==> src/rtl/store_mon_pkg.sv <==
// store_mon_pkg: shared state/classification encodings and default check constants
// for the store result monitor.
`default_nettype none

package store_mon_pkg;

  typedef enum logic [1:0] {
    ARMED   = 2'd0,
    PASS    = 2'd1,
    FAIL    = 2'd2,
    TIMEOUT = 2'd3
  } state_e;

  typedef enum logic [1:0] {
    NONE = 2'd0,
    OK   = 2'd1,
    SIG  = 2'd2,
    BAD  = 2'd3
  } cls_e;

  localparam logic [31:0] DEF_PASS_ADDR = 32'd44;
  localparam logic [31:0] DEF_PASS_DATA = 32'hFFFF_FFFD;
  localparam logic [31:0] DEF_WIN_LO    = 32'd96;
  localparam logic [31:0] DEF_WIN_HI    = 32'd96;

  function automatic logic [2:0] popcount4(input logic [3:0] v);
    return 3'(v[0]) + 3'(v[1]) + 3'(v[2]) + 3'(v[3]);
  endfunction

endpackage

`default_nettype wire

==> src/rtl/store_mon_classify.sv <==
// store_mon_classify: combinational classifier for one store port
// (NONE / OK / SIG / BAD).
`default_nettype none

module store_mon_classify
  import store_mon_pkg::*;
#(
  parameter int                 ADDR_W    = 32,
  parameter int                 DATA_W    = 32,
  parameter logic [ADDR_W-1:0]  PASS_ADDR = ADDR_W'(DEF_PASS_ADDR),
  parameter logic [DATA_W-1:0]  PASS_DATA = DATA_W'(DEF_PASS_DATA),
  parameter logic [ADDR_W-1:0]  WIN_LO    = ADDR_W'(DEF_WIN_LO),
  parameter logic [ADDR_W-1:0]  WIN_HI    = ADDR_W'(DEF_WIN_HI)
) (
  input  logic              valid_i,
  input  logic [ADDR_W-1:0] adr_i,
  input  logic [DATA_W-1:0] data_i,
  output cls_e              cls_o
);

  // An unknown strobe falls into the default arm and is reported as BAD.
  // The signature address is checked first so a wrong value there is BAD
  // even when the address also lies inside the window.
  always_comb begin
    cls_o = NONE;
    case (valid_i)
      1'b0: cls_o = NONE;
      1'b1: begin
        if (adr_i == PASS_ADDR) begin
          cls_o = (data_i == PASS_DATA) ? SIG : BAD;
        end else if (adr_i >= WIN_LO && adr_i <= WIN_HI) begin
          cls_o = OK;
        end else begin
          cls_o = BAD;
        end
      end
      default: cls_o = BAD;
    endcase
  end

endmodule

`default_nettype wire

==> src/rtl/store_result_monitor.sv <==
// store_result_monitor: N-port store watcher latching a sticky PASS/FAIL/TIMEOUT verdict.
// Optional STORE_MON_REPORT_EN adds simulation messages and a $stop after the verdict.
`default_nettype none

module store_result_monitor
  import store_mon_pkg::*;
#(
  parameter int                 NPORT       = 1,
  parameter int                 ADDR_W      = 32,
  parameter int                 DATA_W      = 32,
  parameter logic [ADDR_W-1:0]  PASS_ADDR   = ADDR_W'(DEF_PASS_ADDR),
  parameter logic [DATA_W-1:0]  PASS_DATA   = DATA_W'(DEF_PASS_DATA),
  parameter logic [ADDR_W-1:0]  WIN_LO      = ADDR_W'(DEF_WIN_LO),
  parameter logic [ADDR_W-1:0]  WIN_HI      = ADDR_W'(DEF_WIN_HI),
  parameter int                 TIMEOUT_CYC = 1000
) (
  input  logic                    clk,
  input  logic                    reset,
  input  logic [NPORT-1:0]        mem_write,
  input  logic [NPORT*ADDR_W-1:0] data_adr,
  input  logic [NPORT*DATA_W-1:0] write_data,
  output logic                    done,
  output logic                    pass,
  output logic                    fail,
  output logic                    timeout,
  output logic [1:0]              fail_port,
  output logic [ADDR_W-1:0]       fail_adr,
  output logic [DATA_W-1:0]       fail_data,
  output logic [15:0]             store_count,
  output logic [31:0]             cycle_count
);

  localparam logic [31:0] LAST_CYC = 32'(TIMEOUT_CYC - 1);

  cls_e cls [NPORT];

  for (genvar gi = 0; gi < NPORT; gi++) begin : g_port
    store_mon_classify #(
      .ADDR_W    (ADDR_W),
      .DATA_W    (DATA_W),
      .PASS_ADDR (PASS_ADDR),
      .PASS_DATA (PASS_DATA),
      .WIN_LO    (WIN_LO),
      .WIN_HI    (WIN_HI)
    ) u_cls (
      .valid_i (mem_write[gi]),
      .adr_i   (data_adr[gi*ADDR_W +: ADDR_W]),
      .data_i  (write_data[gi*DATA_W +: DATA_W]),
      .cls_o   (cls[gi])
    );
  end

  state_e              state_q, state_d;
  logic [15:0]         store_cnt_q, store_cnt_d;
  logic [31:0]         cyc_q, cyc_d;
  logic [1:0]          fail_port_q, fail_port_d;
  logic [ADDR_W-1:0]   fail_adr_q, fail_adr_d;
  logic [DATA_W-1:0]   fail_data_q, fail_data_d;

  logic                hit, hit_sig;
  logic [1:0]          hit_idx;
  logic [ADDR_W-1:0]   hit_adr;
  logic [DATA_W-1:0]   hit_data;
  logic [16:0]         store_sum;

  // Scan high to low so the lowest-index deciding port wins.
  always_comb begin
    hit      = 1'b0;
    hit_sig  = 1'b0;
    hit_idx  = 2'd0;
    hit_adr  = '0;
    hit_data = '0;
    for (int i = NPORT - 1; i >= 0; i--) begin
      if (cls[i] == SIG || cls[i] == BAD) begin
        hit      = 1'b1;
        hit_sig  = (cls[i] == SIG);
        hit_idx  = 2'(i);
        hit_adr  = data_adr[i*ADDR_W +: ADDR_W];
        hit_data = write_data[i*DATA_W +: DATA_W];
      end
    end
  end

  assign store_sum = {1'b0, store_cnt_q} + 17'(popcount4(4'(mem_write)));

  always_comb begin
    state_d     = state_q;
    store_cnt_d = store_cnt_q;
    cyc_d       = cyc_q;
    fail_port_d = fail_port_q;
    fail_adr_d  = fail_adr_q;
    fail_data_d = fail_data_q;
    if (state_q == ARMED) begin
      store_cnt_d = store_sum[16] ? 16'hFFFF : store_sum[15:0];
      if (hit) begin
        state_d = hit_sig ? PASS : FAIL;
        if (!hit_sig) begin
          fail_port_d = hit_idx;
          fail_adr_d  = hit_adr;
          fail_data_d = hit_data;
        end
      end else if (cyc_q == LAST_CYC) begin
        state_d = TIMEOUT;
      end else begin
        cyc_d = cyc_q + 32'd1;
      end
    end
  end

  always_ff @(posedge clk) begin
    if (reset) begin
      state_q     <= ARMED;
      store_cnt_q <= '0;
      cyc_q       <= '0;
      fail_port_q <= '0;
      fail_adr_q  <= '0;
      fail_data_q <= '0;
    end else begin
      state_q     <= state_d;
      store_cnt_q <= store_cnt_d;
      cyc_q       <= cyc_d;
      fail_port_q <= fail_port_d;
      fail_adr_q  <= fail_adr_d;
      fail_data_q <= fail_data_d;
    end
  end

  assign done        = (state_q != ARMED);
  assign pass        = (state_q == PASS);
  assign fail        = (state_q == FAIL);
  assign timeout     = (state_q == TIMEOUT);
  assign fail_port   = fail_port_q;
  assign fail_adr    = fail_adr_q;
  assign fail_data   = fail_data_q;
  assign store_count = store_cnt_q;
  assign cycle_count = cyc_q;

`ifdef STORE_MON_REPORT_EN
  logic done_seen_q;

  always_ff @(posedge clk) begin
    if (reset) begin
      done_seen_q <= 1'b0;
    end else begin
      done_seen_q <= done;
      if (state_q == ARMED && state_d == PASS)
        $display("Simulation succeeded after %0d cycles", cyc_q);
      if (state_q == ARMED && state_d == FAIL)
        $display("Simulation failed: port %0d addr %0h data %0h", hit_idx, hit_adr, hit_data);
      if (state_q == ARMED && state_d == TIMEOUT)
        $display("Simulation timeout after %0d cycles", cyc_q);
      if (done && !done_seen_q)
        $stop;
    end
  end
`endif

endmodule

`default_nettype wire

==> config.mk <==
export PLATFORM = sky130hd
export DESIGN_NAME = store_result_monitor
export DESIGN_NICKNAME = d
export VERILOG_FILES = /design/src/rtl/store_mon_pkg.sv /design/src/rtl/store_mon_classify.sv /design/src/rtl/store_result_monitor.sv
export SDC_FILE = /design/constraint.sdc
export NUM_CORES = 1
export LEC_CHECK = 0
export CORE_MARGIN = 5
export CORE_UTILIZATION = 41
export CTS_CLUSTER_SIZE = 8
export DETAILED_ROUTE_END_ITERATION = 6
export GPL_ROUTABILITY_DRIVEN = 0
export PLACE_DENSITY = 0.77
export REMOVE_ABC_BUFFERS = 1
export SYNTH_ARGS = -nofsm -noshare
export SYNTH_HDL_FRONTEND = slang
export SYNTH_SLANG_ARGS = --single-unit
==> constraint.sdc <==
create_clock -name clk -period 2.28 [get_ports clk]
set_clock_uncertainty 0.2 [all_clocks]
set_input_delay 0.228 -clock clk [delete_from_list [all_inputs] [get_ports clk]]
set_output_delay 0.228 -clock clk [all_outputs]
set_load 0.1 [all_outputs]
==> flow_summary_export.csv <==
group,metric,value,unit
run_status,status,"complete, no violations",
timing,min_period,2.26,ns
floorplanning,die_y,125,um
clocking,cts.path.max_buffers,2,
synthesis,synth_top_flop_cell,"dfxtp_1",
route,firstDrtPassIters,5,
synthesis,yosys-top-cells-area,"dfxtp_1, mux2i_1, nand2_1",
timing,setup_viol,0,
timing,fin_ws,0.0245,ns
route,drc_errors,0,
setup_path,end_kind,"flip-flop",
clocking,clk_latency,0.42,ns
placed_design,dp_slack,-0.556,ns
floorplanning,coreArea,0.0131,mm^2
grt,grt_use_met1,26.6,%
clocking,clkTransAtPathRegs,0.06,ns
synthesis,ys_types,52,
timing,fmax,0.443,GHz
setup_path,cp.arrival,2.40,ns
synthesis,ys_seq_area_share,42.1,%
floorplanning,ioPinCount,185,
pwr,finalPower,0.00635,W
route,wire_per_inst,17.1,um
timing,rsz0062_at_grt,"true",
setup_path,worstSetupPathType,"input port to flip-flop",
synthesis,synth-seq-cells,114,
grt,grt_use_total,21.6,%
synthesis,synthCells,623,
pwr,max-vdd-ir-drop,0.000462,V
timing,period_share,98.9,%
clocking,cts_made_buffers,17,
route,ant_nets,0,
route,routed_wl,18400,um
floorplanning,start_util,41.4,%
grt,grt_pass1_vias,5625,
floorplanning,rows,42,
synthesis,ys.warnings.count,0,
setup_path,path_max_fanout,5,
setup_path,startpoint_type,"input port",
final_layout,layout_commonest_cell,"buf_4",
synthesis,synthArstFlopShare,0,%
placed_design,placed_area,0.00767,mm^2
final_layout,layout-drive-gt1-share,31.8,%
final_layout,final_cell_area,0.00874,mm^2
pwr,p_leak,3.80,nW
clocking,cts.sinks,114,
setup_path,cp-startpoint,"data_adr[2]",
grt,grt-ovfl-total,0,
final_layout,layout_common_cells,"buf_4, nand2_1, dfxtp_1",
floorplanning,die-width,125,um
route,vias,5785,
setup_path,worstReg2RegStart,"cycle_count[0]$_SDFFE_PP0P_",
clocking,h-tree-depth,4,
synthesis,synth-edff-count,0,
run,cap_violations,0,
timing,setup_tns,0,ns
final_layout,fin_nets,952,
timing,drv_slew,0,
final_layout,final_util,66.8,%
placed_design,io_buffers,182,
timing,hold_viol,0,
grt,busiest_layer,"met2",
min_path,hp-class,"input port to flip-flop",
setup_path,crit_required,2.42,ns
grt,grt_first_pass_wirelength,28000,um
final_layout,area_delta_synth_final,61.3,%
synthesis,synth_top_area_share,42.1,%
synthesis,synth_area_leader_cell,"dfxtp_1",
final_layout,diodes,0,
grt,use_met3,6.40,%
floorplanning,die_area,0.0156,mm^2
grt,grt_max_degree,59,
clocking,cts-root-buf,"clkbuf_16",
synthesis,avgSynthCellArea,8.70,um^2
clocking,cts_tree,"built",
route,drt-vias-per-instance,5.40,
synthesis,netlist_area,0.00542,mm^2
min_path,holdCritStartpoint,"data_adr[0]",
pwr,power.density,726,mW/mm^2
route,drt_iter0_markers,425,
grt,antenna_found_initial,0,
grt,grt_util_met2,36.0,%
placed_design,hpwlAfterDp,12600,um
layer usage:
layer	vias to the layer above	wire (um)
li1	2750	-
met1	2732	7500
met2	255	8910
met3	48	1460
met4	0	489
met5	-	0
synth_stat cells, drive strengths merged (5+ instances only):
master,instances
nand2,144
dfxtp,114
mux2i,66
a21oi,30
clkbuf,29
nor2,28
nand4,22
nor4,20
nand3,18
buf,13
nor2b,13
mux2,12
o31ai,11
or4,11
inv,10
and3,8
nor3,8
o311ai,8
o41ai,8
or2,7
xnor2,6
xor2,5
registers in the layout, indices dropped and copies added, names as in the netlist:
| name | flops |
|---|---|
| cycle_count | 32 |
| fail_adr | 32 |
| fail_data | 32 |
| state_q | 2 |
| store_count | 16 |
worst max-delay path, stage by stage:
cell and delay, ns:
clkdlybuf4s50_1 0.44, or3b_4 0.43, a21oi_4 0.27, buf_4 0.17, o2111ai_4 0.16, or4_1 0.53, a21oi_2 0.16
what timing repair did:
| item | CTS | global route |
|---|---|---|
| buffers inserted | 0 | 5 |
| hold endpoints to repair | 8 | 9 |
| gates cloned | 1 | 3 |
| pin swaps | 8 | 10 |
| resized for setup | 20 | 36 |
| setup endpoints to repair | 82 | 89 |
| hold buffers | 1 | 9 |
cell type report:
type	count	area [um^2]
Fill cell	1003	4340
Multi-Input combinational cell	459	3050
Timing Repair Buffer	280	2500
Sequential cell	114	2290
Clock buffer	22	464
Tap cell	176	220
Clock inverter	10	180
Inverter	10	40.0
through the flow:
| step | hold WS [ns] | instances |
|---|---|---|
| finish | 0.0364 | 1071 |
| global route | 0.0324 | 1071 |
| CTS | 0.0210 | 1054 |
| detailed placement | 0.251 | 1020 |
| global placement | 0.242 | 1020 |
| floorplan | 0.0971 | 582 |
worst paths after layout:
path	depth (start not counted)	end	slack (ns)
worst min-delay path	4	fail_adr[0]$_SDFFE_PP0P_	0.04
worst min register to register	2	fail_adr[18]$_SDFFE_PP0P_	0.26
worst max register to register	7	cycle_count[16]$_SDFFE_PP0P_	0.06
worst max-delay path	7	cycle_count[16]$_SDFFE_PP0P_	0.02
logic make-up (layout without fill, tap and decap cells):
group                    after synthesis  count (layout)  synth area share, %
AO/OA/AOI/OAI                         68              69                 8.54
XOR/XNOR                              11              11                 1.78
adder cells (fa/ha/maj)                3               3                0.692
buffers and inverters                 52             322                 4.85
flip-flops                           114             114                 42.1
multiplexers                          78              78                 14.7
other                                  1               2               0.0692
AND/OR/NAND/NOR                      296             296                 27.3
where the power goes:
part,leakage (nW),switching (W),internal [W]
Sequential,0.930,0.0000451,0.00208
Combinational,2.56,0.000908,0.000393
Clock,0.310,0.000938,0.00199
Power figures use the tool's default switching activity.
